### src/rtl/clk_div_period_meter_pkg.sv
// clk_div_period_meter_pkg: shared state type and counter limit for the period meter
package clk_div_period_meter_pkg;

    typedef enum logic [1:0] {IDLE, ARM, MEAS} meter_state_t;

    function automatic int unsigned cnt_max(input int w);
        return (w >= 32) ? 32'hFFFF_FFFF : (32'd1 << w) - 32'd1;
    endfunction

endpackage

### src/rtl/div_edge_detect.sv
// div_edge_detect: optional synchroniser plus rising-edge detect on the divided clock
module div_edge_detect
    import clk_div_period_meter_pkg::*;
#(
    parameter int SYNC_STAGES = 0
) (
    input  logic clk,
    input  logic rst,
    input  logic div_in,
    output logic div_s,
    output logic rise
);
    logic div_q;
    if (SYNC_STAGES == 0) begin : g_direct
        assign div_s = div_in;
    end else begin : g_sync
        logic [SYNC_STAGES-1:0] sr;
        // shift div_in through the synchroniser chain
        always_ff @(posedge clk or posedge rst)
            if (rst) sr <= '0;
            else begin
                sr[0] <= div_in;
                for (int i = 1; i < SYNC_STAGES; i++) sr[i] <= sr[i-1];
            end
        assign div_s = sr[SYNC_STAGES-1];
    end
    // one-cycle history of the sampled waveform for edge detection
    always_ff @(posedge clk or posedge rst)
        if (rst) div_q <= 1'b0;
        else div_q <= div_s;
    assign rise = div_s & ~div_q;
endmodule

### src/rtl/clk_div_period_meter.sv
// clk_div_period_meter: measures period/high/low time of a divided clock and checks it against the divisor
module clk_div_period_meter
    import clk_div_period_meter_pkg::*;
#(
    parameter int N_W         = 8,
    parameter int CNT_W       = 16,
    parameter int LOCK_CNT    = 4,
    parameter int SYNC_STAGES = 0
) (
    input  logic             clk,
    input  logic             rst,
    input  logic             meas_en,
    input  logic             div_in,
    input  logic [N_W-1:0]   exp_n,
    output logic [CNT_W-1:0] period,
    output logic [CNT_W-1:0] high_time,
    output logic [CNT_W-1:0] low_time,
    output logic             meas_valid,
    output logic             mismatch,
    output logic             overflow,
    output logic             lock
);
    localparam int MW = $clog2(LOCK_CNT + 1);
    localparam int XW = (N_W > CNT_W) ? N_W : CNT_W;
    localparam logic [CNT_W-1:0] MAX = CNT_W'(cnt_max(CNT_W));
    localparam logic [MW-1:0] LOCK_M = MW'(LOCK_CNT);

    meter_state_t     state;
    logic [CNT_W-1:0] cnt, hi;
    logic [N_W-1:0]   exp_q;
    logic [MW-1:0]    match, base, match_nxt;
    logic             div_s, rise, chg, exp_ok, hit, ovf;

    div_edge_detect #(.SYNC_STAGES(SYNC_STAGES)) u_edge (
        .clk    (clk),
        .rst    (rst),
        .div_in (div_in),
        .div_s  (div_s),
        .rise   (rise)
    );

    assign chg       = exp_q != exp_n;
    assign exp_ok    = exp_n > N_W'(1);
    assign hit       = XW'(cnt) == XW'(exp_n);
    assign ovf       = cnt == MAX;
    assign base      = chg ? '0 : match;
    assign match_nxt = (!exp_ok || !hit) ? '0 : (base == LOCK_M) ? base : base + 1'b1;

    // arm on the first edge, then measure every full period until disabled or timed out
    always_ff @(posedge clk or posedge rst)
        if (rst) begin
            state      <= IDLE;
            cnt        <= '0;
            hi         <= '0;
            exp_q      <= '0;
            match      <= '0;
            period     <= '0;
            high_time  <= '0;
            low_time   <= '0;
            meas_valid <= 1'b0;
            mismatch   <= 1'b0;
            overflow   <= 1'b0;
            lock       <= 1'b0;
        end else begin
            exp_q      <= exp_n;
            meas_valid <= 1'b0;
            mismatch   <= 1'b0;
            overflow   <= 1'b0;
            match      <= base;
            lock       <= base == LOCK_M;
            if (!meas_en) begin
                state <= IDLE;
                match <= '0;
                lock  <= 1'b0;
            end else begin
                case (state)
                    IDLE: state <= ARM;
                    ARM: if (rise) begin
                        state <= MEAS;
                        cnt   <= CNT_W'(1);
                        hi    <= CNT_W'(1);
                    end
                    MEAS: if (ovf) begin
                        state    <= ARM;
                        overflow <= 1'b1;
                        match    <= '0;
                        lock     <= 1'b0;
                    end else if (rise) begin
                        period     <= cnt;
                        high_time  <= hi;
                        low_time   <= cnt - hi;
                        meas_valid <= 1'b1;
                        mismatch   <= exp_ok && !hit;
                        match      <= match_nxt;
                        lock       <= match_nxt == LOCK_M;
                        cnt        <= CNT_W'(1);
                        hi         <= CNT_W'(1);
                    end else begin
                        cnt <= ovf ? MAX : cnt + 1'b1;
                        hi  <= (hi == MAX) ? MAX : hi + CNT_W'(div_s);
                    end
                    default: state <= IDLE;
                endcase
            end
        end
endmodule

### config.mk
export PLATFORM = sky130hd
export DESIGN_NAME = clk_div_period_meter
export DESIGN_NICKNAME = d
export VERILOG_FILES = /design/src/rtl/clk_div_period_meter_pkg.sv /design/src/rtl/div_edge_detect.sv /design/src/rtl/clk_div_period_meter.sv
export SDC_FILE = /design/constraint.sdc
export NUM_CORES = 1
export LEC_CHECK = 0
export CAP_MARGIN = 15
export CORE_MARGIN = 4
export CORE_UTILIZATION = 55
export CTS_BUF_LIST = sky130_fd_sc_hd__clkbuf_4
export DETAILED_ROUTE_END_ITERATION = 12
export PLACE_DENSITY = 0.82
export SKIP_LAST_GASP = 1
export SLEW_MARGIN = 20
export SYNTH_ARGS = -nofsm -noshare
export SYNTH_HDL_FRONTEND = slang
export SYNTH_SLANG_ARGS = --single-unit
### constraint.sdc
create_clock -name clk -period 3.95 [get_ports clk]
set_clock_uncertainty 0.2 [all_clocks]
set_input_delay 0.5925 -clock clk [delete_from_list [all_inputs] [get_ports clk]]
set_output_delay 0.5925 -clock clk [all_outputs]
set_load 0.05 [all_outputs]
# Word-level counts from Yosys, hierarchy flattened
# Index checks and enable logic that the tools add are counted.
[word_totals]
regBits = 98
latch_bits = 0
ram_bits = 0
mem_bits_ro = 0
inputBits = 12
out_inout_bits = 52
word_cells = 76
memories = 0
[classes]
addsub = 4
n_mul = 0
div = 0
n_lt_le_gt_ge = 1
eq_ne = 12
shift = 0
muxes = 34
bitwise = 3
n_reduce_logical = 9
[op_table]
columns = ["cell", "n"]
rows = [
  ["$mux W16", 6],
  ["$pmux W16 S2", 2],
  ["$eq A16 B16 Y1 const B", 2],
  ["$mux W3", 7],
  ["$add A16 B1 Y16", 1],
  ["$add A16 B1 Y16 const B", 1],
  ["$eq A16 B8 Y1", 1],
  ["$sub A16 B16 Y16", 1],
  ["$mux W1", 15],
  ["$gt A8 B1 Y1 const B", 1],
  ["$ne A8 B8 Y1", 1],
  ["$reduce_and A4 Y1", 2],
  ["$eq A3 B3 Y1 const B", 2],
  ["$mux W2", 3],
  ["$ne A3 B3 Y1 const B", 2],
  ["$pmux W2 S3", 1],
  ["$ne A2 B2 Y1 const B", 2],
  ["$add A3 B1 Y3 const B", 1],
  ["$eq A2 B1 Y1 const B", 1],
  ["$eq A2 B2 Y1 const B", 1],
  ["$logic_not A1 Y1", 2],
  ["$logic_not A2 Y1", 1],
  ["$not A1 Y1", 2],
  ["$reduce_and A2 Y1", 1],
  ["other kinds (4)", 4],
]

# Logic depth before layout (Yosys ltp)
# Gate-level depths: netlist of run 1.
[depth]
ltp_word = 10
depth_mapped = 12
mapped_depth_nobuf = 11

# By module
# From an unflattened synthesis of run 1, not the netlist that was laid out.
[hier_totals]
hier_cells = 588
hier_area_um2 = 5271.3
[modules_own_cells]
columns = ["module", "instances", "cells_each", "area_per_inst_um2", "seq_area_each_um2"]
rows = [
  ["clk_div_period_meter", 1, 584, 5221.3, 2427.3],
  ["div_edge_detect", 1, 4, 50.0, 25.0],
]

# Worst setup path before layout of run 1
# No wires, ideal clock.
[synth_path]
path_type = "input -> register"
startpoint = "in exp_n[5]"
endpoint = "reg lock"
setup_time_ps = 121
arrival_time_ps = 2308
t_required_ps = 3629
setup_slack_ps = 1321
path_stages = 12
n_path_buf = 1
cell_sequence = "xor2_1 nor4_1 and2_1 clkbuf_1 nand2_1 ha_1 and2_1 xnor2_1 nor2_1 and3_1 a32oi_1 o2bb2ai_1"
[synth_between]
elab_chain_cells = 10
elab_cells_between_ends = 16
cone_classes = "1 x add/sub; 1 x order compare; 4 x eq/ne; 7 x mux; 3 x reduce/logical"
[synth_lines]
columns = ["item", "line", "rtl"]
rows = [
  ["start: declaration", "clk_div_period_meter.sv:14", "input logic [N_W-1:0] exp_n,"],
  ["$ne A8 B8 Y1", "clk_div_period_meter.sv:42", "assign chg = exp_q != exp_n;"],
  ["$mux W3", "clk_div_period_meter.sv:46", "assign base = chg ? '0 : match;"],
  ["$add A3 B1 Y3 / $eq A3 B3 Y1 (equally long branches)", "clk_div_period_meter.sv:47, clk_div_period_meter.sv:70", ""],
  ["$mux W3 (2 in a row)", "clk_div_period_meter.sv:47", "assign match_nxt = (!exp_ok || !hit) ? '0 : (base == LOCK_M) ? base : base + 1'b1;"],
  ["$eq A3 B3 Y1", "clk_div_period_meter.sv:95", "lock <= match_nxt == LOCK_M;"],
  ["$mux W1", "clk_div_period_meter.sv:88", "end else if (rise) begin"],
  ["$mux W1", "clk_div_period_meter.sv:83", "MEAS: if (ovf) begin"],
  ["$mux W1 *", "clk_div_period_meter.sv:76", "case (state)"],
  ["$mux W1 *", "clk_div_period_meter.sv:71", "if (!meas_en) begin"],
  ["end signal: assignment", "clk_div_period_meter.sv:70", "lock <= base == LOCK_M;"],
  ["end signal: assignment", "clk_div_period_meter.sv:74", "lock <= 1'b0;"],
  ["end signal: assignment", "clk_div_period_meter.sv:87", "lock <= 1'b0;"],
  ["end: declaration", "clk_div_period_meter.sv:21", "output logic lock"],
]
# Every way passes the cells marked *; elsewhere a longest branch is shown, timed or not.
# A chain may end at the register's enable or synchronous reset.

# Worst setup path in the final report of run 1
[layout_path]
startpoint = "in exp_n[1]"
endpoint = "reg lock"
# The elaborated chain is that of the path after synthesis.

==> summary.md, run 1 <==
| Metric | Value |
|---|---|
| Worst Tran Pin Value | 0.744 ns |
| Crit-path most repeated cell | and2_1 |
| Die Ht | 105 um |
| Power density over the cells | 365 nW/um^2 |
| Fin util | 0.651 |
| Initial core utilization | 0.564 |
| CP Class | in -> reg |
| Crit path DAT | 3.07 ns |
| Yosys Warn Count | 0 |
| DR DRC count | 0 |
| Clock Pin Slew Worst Setup and Hold Paths | 0.14 ns |
| Setup TNS | 0 ns |
| Final ANT Viol Nets | 0 |
| Hold Buf Count CTS | 0 |
| Yosys cell types | 57 |
| Grt total ovfl | 0 |
| CTS sink cnt | 98 |
| TritonRoute pass-1 iters | 7 |
| RSZ-0062 raised after global routing | no |
| Yosys top cell area share | 0.471 |
| Worst R2R End | high_time[15] |
| Worst path required time | 4.10 ns |
| Final Cycle Share | 0.738 |
| Cell count after synthesis | 543 |
| First-pass GRT wire length | 20.6 mm |
| Ys flop type | dfrtp_1 |
| Area contributors post-synth | dfrtp_1 47%, o21ai_0 7.3%, nand2_1 4.8%, ha_1 4.8%, mux2_2 3.7% |
| R2R cell count | 7 |
| Vias in the first global route | 4,221 |
| CP peak stage delay | 0.48 ns |
| Number of max-cap violations | 0 |
| Vias/cell | 5.89 |
| Crit path from | exp_n[1] |
| Cell taking the most area after synthesis | dfrtp_1 |
| Final instance area | 6010 um^2 |
| # nets final | 632 |
| Avg Inst Size Synth | 9.59 um^2 |
| IO Pins | 64 |
| Max H-tree Level | 3 |
| Synth async-reset ratio | 1.00 |
| Hpwl dp | 8.77 mm |
| # resized after CTS | 0 |
| CTS Buf Count | 9 |
| Diodes inserted | 0 |
| Worst-Skew Late Latency | 0.45 ns |
| Critical-path maximum fanout | 8 |
| Die area | 11,100 um^2 |
| Min Tclk post-route | 2.92 ns |
| Max-slew headroom | 0.504 |
| Max Fclk | 0.343 GHz |
| Lkg Pwr | 2.66 nW |
| Final Hold Fails | 0 |
| PortBufs | 63 |
| Initial antenna violation count | 0 |
| Crit-path cells | clkdlybuf4s50_1 > xor2_1 > nor4_1 > and2_1 > nand2_1 > ha_1 > and2_1 > xnor2_1 > nor2_1 > and3_1 > a32oi_1 > o2bb2ai_1 |
| Most frequent cells in the layout | 98 x dfrtp_1, 76 x o21ai_0, 67 x nand2_1 |
| Setup crit end kind | register |
| Outcome | finished, final reports clean |
| Area Growth Syn to Fin | 15.5% |
| DRT iter0 DRCs | 285 |
| GRT Total Usage | 0.227 |
| Chip Width | 105 um |
| Core box area | 9240 um^2 |
| Seq/Total Area, Yosys | 0.471 |
| Tot Pwr | 2.20 mW |
| Setup crit start kind | primary input |
| Routed wire length | 12.2 mm |
| # rows | 35 |
| CTS Root Cell | clkbuf_4 |
| Pin count of the biggest net entering global routing | 61 |
| Flop-to-flop setup slack | 1.10 ns |
| CTS tree | yes |
| Synthesized Nets | 576 |
| GP Congestion | 0.862 |
| Reg2reg start | cnt[1] |
| Setup-failing EPs final | 0 |
| Slew Viols, Final | 0 |
| Longest Clk Path Bufs | 2 |
| Hold WC Path Type | reg -> reg |
| Netlist Area Pre-Place | 5210 um^2 |
| Max VDD drop | 0.173 mV |
| Crit path max-delay cell type | clkdlybuf4s50_1 |
| Crit path capture | lock |
| Post-synth EDFFs | 0 |
| Post-CTS setup buffer count | 0 |
| WL/cell | 16.6 um |
| Layout cells sized above 1 | 0.0778 |
| DP Area | 5890 um^2 |
| Commonest non-fill, non-tap cell in the layout | dfrtp_1 |
| Vias | 4,321 |
| Synthesized flop and latch total | 98 |
## cell families (layout without fill, tap and decap cells)
group | count (synthesis) | count (layout) | share of synthesized area
buffers and inverters | 48 | 109 | 0.0485
AO/OA/AOI/OAI | 158 | 158 | 0.181
flip-flops | 98 | 98 | 0.471
adder cells (fa/ha/maj) | 21 | 21 | 0.0519
multiplexers | 17 | 17 | 0.0368
AND/OR/NAND/NOR | 170 | 170 | 0.159
XOR/XNOR | 31 | 31 | 0.0521
## worst max-delay path: cells and delay by family
family | cells | cell delay, ns
XOR/XNOR | 2 | 0.32
AO/OA/AOI/OAI | 2 | 0.25
adder cells (fa/ha/maj) | 1 | 0.23
AND/OR/NAND/NOR | 6 | 1.17
buffers and inverters | 1 | 0.48
## stage by stage
stage          hold WS [ns]  std cells  setup WS (ns)
6_report              0.297        733           1.03
5_1_grt               0.323        733          0.829
4_1_cts               0.302        733           1.01
3_5_place_dp          0.270        717          0.538
3_3_place_gp          0.260        717          0.748
2_1_floorplan         0.296        543          0.595
## how the worst min path moves through the flow
stage	startpoint	endpoint	slack, ns	cells past startpoint
4_1_cts	high_time[13]	high_time[13]	0.30	2
2_1_floorplan	hi[12]	hi[12]	0.30	1
3_3_place_gp	low_time[0]	low_time[0]	0.26	2
3_5_place_dp	high_time[13]	high_time[13]	0.27	2
6_report	high_time[13]	high_time[13]	0.30	2
5_1_grt	low_time[1]	low_time[1]	0.32	2
## power breakdown
part / switching (mW) / internal (mW)
registers: 0.0438 / 1.06
logic: 0.362 / 0.210
clock network: 0.334 / 0.185
total: 0.739 / 1.46
## sequential cells by signal, summed over array words and instances, names as in the netlist, 2 cells and up
signal and count:
cnt 16, hi 16, high_time 16, low_time 16, period 16, exp_q 8, match 3, state 2
## synthesized netlist by cell type, types with 11 or more instances
| cell | number |
|---|---|
| dfrtp_1 | 98 |
| o21ai_0 | 76 |
| nand2_1 | 67 |
| a21oi_1 | 29 |
| nor2_1 | 27 |
| inv_1 | 23 |
| ha_1 | 20 |
| xor2_1 | 19 |
| mux2_2 | 17 |
| nand3_1 | 16 |
| xnor2_1 | 12 |
| o31ai_1 | 11 |
## cell type report
| cell class | instances | area (um^2) |
|---|---|---|
| clock inverter | 7 | 60.1 |
| tap | 129 | 161 |
| fill | 778 | 3230 |
| inverter | 24 | 92.6 |
| multi-input combinational | 397 | 2500 |
| sequential | 98 | 2450 |
| timing repair buffer | 69 | 676 |
| clock buffer | 9 | 67.6 |
## layer usage
layer  track usage  up-vias  part of all wire
li1              -     2047                 -
met1         0.310     2048              0.43
met3        0.0355       39             0.064
met5             0        -                 0
met4        0.0759        0             0.025
met2         0.372      187              0.48
Note: power is estimated with default switching activity, not from simulation.
==> run 2, diff against run 1 <==
--- a/config.mk
+++ b/config.mk
@@ -7,10 +7,10 @@
 export LEC_CHECK = 0
 export CAP_MARGIN = 15
 export CORE_MARGIN = 4
-export CORE_UTILIZATION = 55
+export CORE_UTILIZATION = 52
 export CTS_BUF_LIST = sky130_fd_sc_hd__clkbuf_4
 export DETAILED_ROUTE_END_ITERATION = 12
-export PLACE_DENSITY = 0.82
+export PLACE_DENSITY = 0.81
 export SKIP_LAST_GASP = 1
 export SLEW_MARGIN = 20
 export SYNTH_ARGS = -nofsm -noshare
==> constraint.sdc (replaced) <==
create_clock -name clk -period 2.5 [get_ports clk]
set_clock_uncertainty 0.2 [all_clocks]
set_input_delay 0.375 -clock clk [delete_from_list [all_inputs] [get_ports clk]]
set_output_delay 0.375 -clock clk [all_outputs]
set_load 0.05 [all_outputs]
==> run 2 against run 1 <==
Effect of this change:
- routed wire length increased by 11%
- critical path depth decreased by 5
- critical path type is now reg -> reg
- count of clock-buffer cells in the layout unchanged
- setup slack got worse by 1.0 ns
- hold slack got worse by 0.19 ns
- combinational power increased by 85%
- core utilization increased by 3.2 points
- non-clock buffer count increased by 61
- register-to-register slack got worse by 1.1 ns
- highest routed layer unchanged
- die area increased by 5.3%
- via count increased by 7.2%
- flip-flop and latch count unchanged
==> summary.md, run 2 (synthesis gave the netlist of run 1 again) <==
| Metric | Value |
|---|---|
| Tot Pwr | 3.71 mW (+69%) |
| Pin count of the biggest net entering global routing | 44 (-28%) |
| GRT Total Usage | 0.233 (+0.00546) |
| DRT iter0 DRCs | 318 (+12%) |
| CP Class | reg -> reg |
| Most frequent cells in the layout | 98 x dfrtp_1, 75 x o21ai_0, 65 x nand2_1 |
| Vias | 4,634 (+7.2%) |
| First-pass GRT wire length | 21.6 mm (+5.3%) |
| Max Fclk | 0.402 GHz |
| GP Congestion | 0.877 (+1.7%) |
| Setup crit end kind | register |
| IO Pins | 64 (unchanged) |
| Critical-path maximum fanout | 15 (+7) |
| Max VDD drop | 0.304 mV (+75%) |
| Clock Pin Slew Worst Setup and Hold Paths | 0.16 ns (+0.02 ns) |
| Routed wire length | 13.6 mm (+11%) |
| Core box area | 9770 um^2 (+5.8%) |
| Power density over the cells | 556 nW/um^2 (+52%) |
| Final Cycle Share | 0.995 |
| Hpwl dp | 9.63 mm (+9.8%) |
| Flop-to-flop setup slack | 0.01 ns (-1.09 ns) |
| Crit-path cells | ha_2 > nand3_2 > or4_4 > nor2_2 > or3_4 > buf_12 > mux2_2 |
| Initial core utilization | 0.533 (-0.0308) |
| CTS Root Cell | clkbuf_4 |
| Final instance area | 6680 um^2 (+11%) |
| Setup crit start kind | register |
| Lkg Pwr | 3.04 nW (+14%) |
| Initial antenna violation count | 0 (unchanged) |
| Worst-Skew Late Latency | 0.44 ns (about the same) |
| Max-slew headroom | 0.644 (+0.140) |
| Max H-tree Level | 3 (unchanged) |
| Chip Width | 108 um (+2.6%) |
| Commonest non-fill, non-tap cell in the layout | dfrtp_1 |
| Vias/cell | 5.81 (-1.4%) |
| # nets final | 693 (+9.7%) |
| Crit path DAT | 2.61 ns (-0.46 ns) |
| RSZ-0062 raised after global routing | yes |
| CTS Buf Count | 9 (unchanged) |
| Worst R2R End | high_time[0] |
| Worst Path Buf+Inv | 1 (unchanged) |
| WL/cell | 17.0 um (+2.2%) |
| Vias in the first global route | 4,531 (+7.3%) |
| Die Ht | 108 um (+2.6%) |
| Die area | 11,700 um^2 (+5.3%) |
| Final ANT Viol Nets | 0 (unchanged) |
| Outcome | finished, final reports clean |
| Top Family by Delay on Critical Path | simple AND/OR/NAND/NOR gates |
| Diodes inserted | 0 (unchanged) |
| Reg2reg start | cnt[1] |
| Cells after DPL | 771 (+7.5%) |
| Min Tclk post-route | 2.49 ns |
| # rows | 36 (+2.9%) |
| Crit path max-delay cell type | or4_4 |
| CP peak stage delay | 0.53 ns (+0.05 ns) |
| Hold Buf Count CTS | 0 (unchanged) |
| Hold WS | 0.104 ns (-0.193 ns) |
| PortBufs | 63 (unchanged) |
| Final instance count without filler cells | 797 (+8.7%) |
| Area Growth Syn to Fin | 28.2% |
| Layout cells sized above 1 | 0.194 (+0.116) |
| DP Area | 6320 um^2 (+7.3%) |
| Grt total ovfl | 0 (unchanged) |
| Worst path required time | 2.62 ns (-1.48 ns) |
| Number of max-cap violations | 0 (unchanged) |
| TritonRoute pass-1 iters | 5 (-2) |
| R2R cell count | 7 (unchanged) |
| CTS tree | yes |
| DR DRC count | 0 (unchanged) |
| Final Hold Fails | 0 (unchanged) |
| Worst Tran Pin Value | 0.532 ns (-0.212 ns) |
| Setup-failing EPs final | 0 (unchanged) |
| Longest Clk Path Bufs | 2 (unchanged) |
| Hold WC Path Type | in -> async |
| CTS sink cnt | 98 (unchanged) |
| Slew Viols, Final | 0 (unchanged) |
| Crit path depth | 7 (-5) |
==> run 2: changes by cell type in the layout (fill, tap and decap cells not counted), moves of 3 or more <==
cell	previous run	this run
clkinv_1	4	0
clkinv_2	0	3
buf_4	6	60
buf_12	0	4
ha_2	0	3
ha_1	20	17
==> run 2: report_power, final <==
group / switching [mW] / internal [mW]
Clock: 0.518 / 0.396
Sequential: 0.0628 / 1.68
Combinational: 0.619 / 0.440
Total: 1.20 / 2.52
==> run 2: through the flow <==
stage	util	setup TNS, ns	worst slack, ns
floorplan	-	0	0.0877
global placement	0.646	-0.675	-0.324
detailed placement	0.646	-1.22	-0.465
CTS	0.667	0	0.00558
global route	0.683	-0.786	-0.0930
finish	0.683	0	0.0116
==> run 2: per-layer routing <==
metal / GRT usage / share of wire / vias up
li1: - / - / 2163
met1: 0.305 / 0.43 / 2244
met2: 0.386 / 0.49 / 200
met3: 0.0322 / 0.056 / 27
met4: 0.104 / 0.023 / 0
met5: 0 / 0 / -
==> run 2: area by class of cell <==
| type | instances | area, um^2 |
|---|---|---|
| clock inverter | 6 | 82.6 |
| inverter | 24 | 93.8 |
| sequential | 98 | 2450 |
| clock buffer | 9 | 67.6 |
| tap | 133 | 166 |
| multi-input combinational | 397 | 2580 |
| fill | 769 | 3100 |
| timing repair buffer | 130 | 1230 |
==> run 2: worst max-delay path by stage <==
stage / from / end / slack (ns)
2_1_floorplan: exp_q[5] / lock / 0.09
3_3_place_gp: exp_n[1] / lock / -0.32
3_5_place_dp: exp_n[1] / lock / -0.47
6_report: cnt[1] / high_time[0] / 0.01
5_1_grt: exp_q[1] / lock / -0.09
4_1_cts: exp_q[6] / lock / 0.006
==> run 2: repair_timing <==
item | in CTS | in global routing
setup endpoints to repair | 10 | 34
gates resized for setup | 2 | 20
cloned | 1 | 1
setup buffers | 2 | 7
pin swaps | 4 | 8
